===== src/rtl/irq_timer_bank_if.sv =====
// Control-side bus of the interrupt timer bank: prescaler/channel configuration,
// interrupt mask and the irq / irq_ack handshake with the control unit.
interface irq_timer_bank_if #(
    parameter int unsigned N_CH    = 4,
    parameter int unsigned CNT_W   = 8,
    parameter int unsigned PRESC_W = 8,
    parameter int unsigned ID_W    = 2
);
    logic               presc_we;
    logic [PRESC_W-1:0] presc_val;
    logic               cfg_we;
    logic [ID_W-1:0]    cfg_ch;
    logic [CNT_W-1:0]   cfg_period;
    logic [1:0]         cfg_mode;
    logic [N_CH-1:0]    irq_mask;
    logic               irq_ack;
    logic               irq;
    logic [ID_W-1:0]    irq_id;
    logic [N_CH-1:0]    pending;
    logic [N_CH-1:0]    overrun;
    logic [N_CH-1:0]    active;

    // CPU / control-unit side
    modport master (
        output presc_we, presc_val, cfg_we, cfg_ch, cfg_period, cfg_mode, irq_mask, irq_ack,
        input  irq, irq_id, pending, overrun, active
    );

    // Timer bank side
    modport slave (
        input  presc_we, presc_val, cfg_we, cfg_ch, cfg_period, cfg_mode, irq_mask, irq_ack,
        output irq, irq_id, pending, overrun, active
    );
endinterface


===== src/rtl/irq_timer_bank.sv =====
// Multi-channel down-counter timer bank sharing one prescaler, with pending/overrun
// tracking and a request/acknowledge FSM presenting the lowest unmasked pending channel.
module irq_timer_bank #(
    parameter int unsigned N_CH    = 4,
    parameter int unsigned CNT_W   = 8,
    parameter int unsigned PRESC_W = 8,
    parameter int unsigned ID_W    = 2
) (
    input  logic             clk,
    input  logic             reset,
    irq_timer_bank_if.slave  bus
);
    typedef enum logic {IDLE = 1'b0, SERVE = 1'b1} state_t;

    state_t             state_q;
    logic [PRESC_W-1:0] presc_cnt_q;
    logic [PRESC_W-1:0] presc_lim_q;
    logic               tick;

    logic [CNT_W-1:0]   cnt_q    [N_CH];
    logic [CNT_W-1:0]   period_q [N_CH];
    logic [N_CH-1:0]    active_q;
    logic [N_CH-1:0]    oneshot_q;
    logic [N_CH-1:0]    pending_q;
    logic [N_CH-1:0]    overrun_q;

    logic [N_CH-1:0]    cfg_hit;
    logic [N_CH-1:0]    run;
    logic [N_CH-1:0]    expire;
    logic [N_CH-1:0]    ack_clr;
    logic [N_CH-1:0]    req;
    logic [ID_W-1:0]    sel_id;
    logic [ID_W-1:0]    irq_id_q;
    logic               irq_q;
    logic               cfg_active;
    logic               cfg_oneshot;

    assign tick        = (presc_cnt_q == presc_lim_q);
    assign cfg_active  = (bus.cfg_mode == 2'b01) || (bus.cfg_mode == 2'b10);
    assign cfg_oneshot = (bus.cfg_mode == 2'b10);
    assign req         = pending_q & bus.irq_mask;

    // Shared prescaler: tick in the cycle the count reaches the limit
    always_ff @(posedge clk) begin
        if (reset) begin
            presc_cnt_q <= '0;
            presc_lim_q <= '0;
        end else if (bus.presc_we) begin
            presc_lim_q <= bus.presc_val;
            presc_cnt_q <= '0;
        end else if (tick) begin
            presc_cnt_q <= '0;
        end else begin
            presc_cnt_q <= presc_cnt_q + PRESC_W'(1);
        end
    end

    // Per-channel event decode; a configure write masks the tick on its channel
    always_comb begin
        cfg_hit = '0;
        run     = '0;
        expire  = '0;
        ack_clr = '0;
        for (int unsigned i = 0; i < N_CH; i++) begin
            cfg_hit[i] = bus.cfg_we && (32'(bus.cfg_ch) == i);
            run[i]     = tick && active_q[i] && (period_q[i] != '0) && !cfg_hit[i];
            expire[i]  = run[i] && (cnt_q[i] == CNT_W'(1));
            ack_clr[i] = (state_q == SERVE) && bus.irq_ack && (32'(irq_id_q) == i);
        end
    end

    // Lowest-index unmasked pending channel
    always_comb begin
        sel_id = '0;
        for (int i = int'(N_CH) - 1; i >= 0; i--) begin
            if (req[i]) begin
                sel_id = ID_W'(i);
            end
        end
    end

    always_ff @(posedge clk) begin
        if (reset) begin
            for (int unsigned i = 0; i < N_CH; i++) begin
                cnt_q[i]    <= '0;
                period_q[i] <= '0;
            end
            active_q  <= '0;
            oneshot_q <= '0;
            pending_q <= '0;
            overrun_q <= '0;
        end else begin
            for (int unsigned i = 0; i < N_CH; i++) begin
                if (cfg_hit[i]) begin
                    cnt_q[i]     <= bus.cfg_period;
                    period_q[i]  <= bus.cfg_period;
                    active_q[i]  <= cfg_active;
                    oneshot_q[i] <= cfg_oneshot;
                    pending_q[i] <= 1'b0;
                    overrun_q[i] <= 1'b0;
                end else if (expire[i]) begin
                    // A simultaneous ack of this channel consumes the old pending, so no overrun
                    pending_q[i] <= 1'b1;
                    overrun_q[i] <= overrun_q[i] | (pending_q[i] & ~ack_clr[i]);
                    if (oneshot_q[i]) begin
                        cnt_q[i]    <= '0;
                        active_q[i] <= 1'b0;
                    end else begin
                        cnt_q[i] <= period_q[i];
                    end
                end else begin
                    if (run[i]) begin
                        cnt_q[i] <= cnt_q[i] - CNT_W'(1);
                    end
                    if (ack_clr[i]) begin
                        pending_q[i] <= 1'b0;
                    end
                end
            end
        end
    end

    // Request/acknowledge FSM; SERVE holds irq_id until the CPU acknowledges
    always_ff @(posedge clk) begin
        if (reset) begin
            state_q  <= IDLE;
            irq_q    <= 1'b0;
            irq_id_q <= '0;
        end else begin
            case (state_q)
                IDLE: begin
                    if (|req) begin
                        irq_q    <= 1'b1;
                        irq_id_q <= sel_id;
                        state_q  <= SERVE;
                    end
                end
                SERVE: begin
                    if (bus.irq_ack) begin
                        irq_q   <= 1'b0;
                        state_q <= IDLE;
                    end
                end
                default: begin
                    irq_q   <= 1'b0;
                    state_q <= IDLE;
                end
            endcase
        end
    end

    assign bus.irq     = irq_q;
    assign bus.irq_id  = irq_id_q;
    assign bus.pending = pending_q;
    assign bus.overrun = overrun_q;
    assign bus.active  = active_q;
endmodule


===== src/flat_wrapper.sv =====
// flat-port wrapper written by rule: the top's interface ports become plain ports
module irq_timer_bank_flat 
#(
    parameter int unsigned N_CH    = 4,
    parameter int unsigned CNT_W   = 8,
    parameter int unsigned PRESC_W = 8,
    parameter int unsigned ID_W    = 2
)
  (clk, reset, bus_presc_we, bus_presc_val, bus_cfg_we, bus_cfg_ch, bus_cfg_period, bus_cfg_mode, bus_irq_mask, bus_irq_ack, bus_irq, bus_irq_id, bus_pending, bus_overrun, bus_active);
  irq_timer_bank_if #(.N_CH(N_CH), .CNT_W(CNT_W), .PRESC_W(PRESC_W), .ID_W(ID_W)) bus_i ();
  input  logic clk;
  input  logic reset;
  input wire logic [$bits(bus_i.presc_we)-1:0] bus_presc_we;
  input wire logic [$bits(bus_i.presc_val)-1:0] bus_presc_val;
  input wire logic [$bits(bus_i.cfg_we)-1:0] bus_cfg_we;
  input wire logic [$bits(bus_i.cfg_ch)-1:0] bus_cfg_ch;
  input wire logic [$bits(bus_i.cfg_period)-1:0] bus_cfg_period;
  input wire logic [$bits(bus_i.cfg_mode)-1:0] bus_cfg_mode;
  input wire logic [$bits(bus_i.irq_mask)-1:0] bus_irq_mask;
  input wire logic [$bits(bus_i.irq_ack)-1:0] bus_irq_ack;
  output wire logic [$bits(bus_i.irq)-1:0] bus_irq;
  output wire logic [$bits(bus_i.irq_id)-1:0] bus_irq_id;
  output wire logic [$bits(bus_i.pending)-1:0] bus_pending;
  output wire logic [$bits(bus_i.overrun)-1:0] bus_overrun;
  output wire logic [$bits(bus_i.active)-1:0] bus_active;
  assign bus_i.presc_we = bus_presc_we;
  assign bus_i.presc_val = bus_presc_val;
  assign bus_i.cfg_we = bus_cfg_we;
  assign bus_i.cfg_ch = bus_cfg_ch;
  assign bus_i.cfg_period = bus_cfg_period;
  assign bus_i.cfg_mode = bus_cfg_mode;
  assign bus_i.irq_mask = bus_irq_mask;
  assign bus_i.irq_ack = bus_irq_ack;
  assign bus_irq = bus_i.irq;
  assign bus_irq_id = bus_i.irq_id;
  assign bus_pending = bus_i.pending;
  assign bus_overrun = bus_i.overrun;
  assign bus_active = bus_i.active;
  irq_timer_bank #(.N_CH(N_CH), .CNT_W(CNT_W), .PRESC_W(PRESC_W), .ID_W(ID_W)) u_core (.clk(clk), .reset(reset), .bus(bus_i));
endmodule

===== config.mk =====
export PLATFORM = sky130hd
export DESIGN_NAME = irq_timer_bank_flat
export DESIGN_NICKNAME = d
export VERILOG_FILES = /design/src/rtl/irq_timer_bank_if.sv /design/src/rtl/irq_timer_bank.sv /design/src/flat_wrapper.sv
export SDC_FILE = /design/constraint.sdc
export NUM_CORES = 1
export LEC_CHECK = 0
export ABC_CLOCK_PERIOD_IN_PS = 4820
export BUFFER_PORTS_ARGS = -buffer_cell sky130_fd_sc_hd__buf_2
export CORE_MARGIN = 3
export CORE_UTILIZATION = 35
export DETAILED_ROUTE_END_ITERATION = 8
export PLACE_DENSITY_LB_ADDON = 0.1
export SLEW_MARGIN = 20
export SYNTH_ARGS = -nofsm -noshare
export SYNTH_HDL_FRONTEND = slang
export SYNTH_SLANG_ARGS = --single-unit
export TNS_END_PERCENT = 5

===== constraint.sdc =====
create_clock -name clk -period 4.82 [get_ports clk]
set_input_delay 0.241 -clock clk [delete_from_list [all_inputs] [get_ports clk]]
set_output_delay 0.241 -clock clk [all_outputs]
set_load 0.01 [all_outputs]

==> results.py <==
metrics = {
    "die": {
        "dieArea_mm2": 0.0167,
        "rows": 44,
        "core_area_mm2": 0.0147,
        "die_h_um": 129,
        "ios": 44,
        "start_util": 0.362,
        "dieWidth_um": 129,
    },
    "yosys": {
        "synth_area_leaders": "edfxtp_1 (36%), dfxtp_1 (14%), xnor2_1 (4.1%), nor2_1 (3.7%), and3_1 (3.4%)",
        "synthDistinctLibCells": 64,
        "synth_top_area_frac": 0.361,
        "syn-num-nets": 558,
        "synth_top_cell_by_area": "edfxtp_1",
        "ys.flop_type": "edfxtp_1",
        "avgSynthCellArea_um2": 10.3,
        "async_reset_ff_frac": 0,
        "synth_edf_count": 64,
        "ys_ff_latch": 100,
        "ys_seq_area_frac": 0.496,
        "synth_most_common_cell": "edfxtp_1",
        "netlist_area_mm2": 0.00533,
        "syn_inst": 519,
        "yosys_warnings": 0,
        "synth_commonest_cells": "edfxtp_1 (64), nor2_1 (52), nand2_1 (39)",
    },
    "worst_setup_path": {
        "start_kind": "register",
        "critPathRequiredTime_ps": 4900,
        "max_stage_delay_ps": 740,
        "slowest_stage": "nor4b_2",
        "end_kind": "register",
        "cp_cell_sequence": "xnor2_1 > nand4_1 > nor4b_2 > and2_1 > a211oi_1",
        "crit_fanout": 11,
        "crit_type": "reg -> reg",
        "worst_r2r_path_depth": 5,
        "worstPathArrival_ps": 2830,
    },
    "cts": {
        "cts_tree": "yes",
        "htreeDepth": 3,
        "clockBufferDepth": 2,
        "root_buffer": "clkbuf_16",
        "cts_hold_buf": 0,
        "clock_sinks": 100,
        "clkTransAtPathRegs_ps": 70,
        "cts_resized": 0,
        "worst_skew_pair.late_latency_ps": 350,
        "cts_buffers": 9,
        "post_cts_buffers": 0,
    },
    "route": {
        "detail_route.wl_per_cell_um": 18.6,
        "drcViolationCount": 0,
        "drt-total-wl_um": 13900,
        "first_iter_violations": 338,
        "route.met2.wl_um": 6540,
        "ant_nets": 0,
        "num_vias": 4056,
        "wl_met3_um": 655,
        "drt-pass1-iter-count": 4,
        "drt-met1-wl_um": 6510,
        "drt-vias-per-instance": 5.45,
        "top_layer": "met4",
    },
    "sta": {
        "tightestPinTransition_ps": 923,
        "drv_slew": 0,
        "slew_headroom": 0.379,
        "fin_crit_ps": 2750,
        "skew_ps": 7.56,
        "hold_slack_ps": 130,
        "rsz0062_at_grt": "no",
        "setup_tns_ps": 0,
        "fin_crit_sh": 0.570,
        "setup_viol": 0,
        "max_freq_mhz": 364,
        "final_hold_viol_count": 0,
    },
    "layout": {
        "multi_input_area_mm2": 0.00255,
        "nets": 594,
        "seqCellArea_mm2": 0.00264,
        "fillers": 1443,
        "area_growth_pct": 12.3,
        "drive_above_1_share": 0.154,
        "antenna_cells": 0,
        "finalInstanceArea_mm2": 0.00598,
    },
    "run_status": {
        "status": "completed",
    },
    "placed_design": {
        "dpl-instance-area_mm2": 0.00569,
        "place_congestion": 0.816,
        "io_buffers": 43,
        "hpwl_um": 9970,
    },
    "min_path": {
        "min_path_cells": 3,
        "hp-class": "in -> reg",
    },
    "run": {
        "max_cap_viol_count": 0,
    },
    "global_route": {
        "track_usage": 0.171,
        "grt_max_degree": 35,
        "antenna_found_initial": 0,
        "grt.overflow.total": 0,
        "grt_pass1_wl_um": 22200,
        "first_global_vias": 4094,
    },
    "power": {
        "total_power_uw": 1880,
        "p_leak_uw": 0.00235,
        "ir_drop_v": 0.000247,
        "power.density_mw_per_mm2": 315,
    },
}
[per-layer routing]
metal,GRT usage,vias to the layer above
li1,-,2001
met1,0.233,1945
met2,0.276,100
met3,0.0425,10
met4,0.0383,0
met5,0,-
[worst max-delay path, delay by kind of cell (launching register included)]
kind / cells / cell delay [ps]
xor gates and xnor gates: 1 / 140
DFF: 1 / 420
and+or+nand+nor: 3 / 1770
AOI/OAI and AO/OA: 1 / 130
[cells by family after synthesis]
logic type	after synthesis	synth area share
compound gates	119	0.154
xor+xnor	33	0.0543
fa+ha+maj	10	0.0235
buf+inv	35	0.0265
flops	100	0.496
mux	17	0.0319
simple gates	205	0.214
[layout by cell type, fill, tap and decap left out, types with 10 or more instances in the layout]
master     netlist  layout
dfxtp_1         36      36
nand2_1         39      39
mux2i_1         17      17
clkbuf_16        0      10
a21o_1          10      10
nor2_1          52      52
o21ai_0         12      12
inv_1           17      17
edfxtp_1        64      64
nand3_1         13      13
and3_1          29      29
ha_1            10      10
buf_2            2      43
a21oi_1         33      33
xnor2_1         25      25
[cell type report]
type	instances	area share
Clock buffer	12	0.0433
Tap cell	184	0.0385
Clock inverter	4	0.00397
Multi-Input combinational cell	384	0.426
Inverter	17	0.0107
Timing Repair Buffer	43	0.0360
Sequential cell	100	0.442
[stage by stage]
step | instances | util | setup slack, ps
floorplan | 519 | - | 2820
global placement | 728 | 0.387 | 2060
CTS | 744 | 0.407 | 2070
finish | 744 | 0.407 | 2070
detailed placement | 728 | 0.387 | 1900
global route | 744 | 0.407 | 1840
[final timing paths]
path | startpoint | end | slack (ps)
worst max-delay path | u_core.presc_cnt_q[2] | u_core.cnt_q[0][4] | 2070
worst min-delay path | bus_presc_val[0] | u_core.presc_lim_q[0] | 130
worst max register to register | u_core.presc_cnt_q[2] | u_core.cnt_q[0][4] | 2070
worst min register to register | u_core.bus.overrun[0] | u_core.bus.overrun[0] | 470
[power by group]
| group | switching (uW) | total, uW | internal, uW |
|---|---|---|---|
| clock network | 312 | 695 | 382 |
| registers | 35.4 | 993 | 958 |
| logic | 125 | 196 | 71.0 |
| total | 473 | 1880 | 1410 |
[registers in the layout, summed over array words and instances (netlist names)]
name	cells
u_core.presc_lim_q	8
u_core.bus.irq	1
u_core.state_q	1
u_core.presc_cnt_q	8
u_core.oneshot_q	4
u_core.bus.overrun	4
u_core.period_q	32
u_core.cnt_q	32
u_core.bus.active	4
u_core.bus.pending	4
u_core.bus.irq_id	2
(Power assumes the default switching activity.)
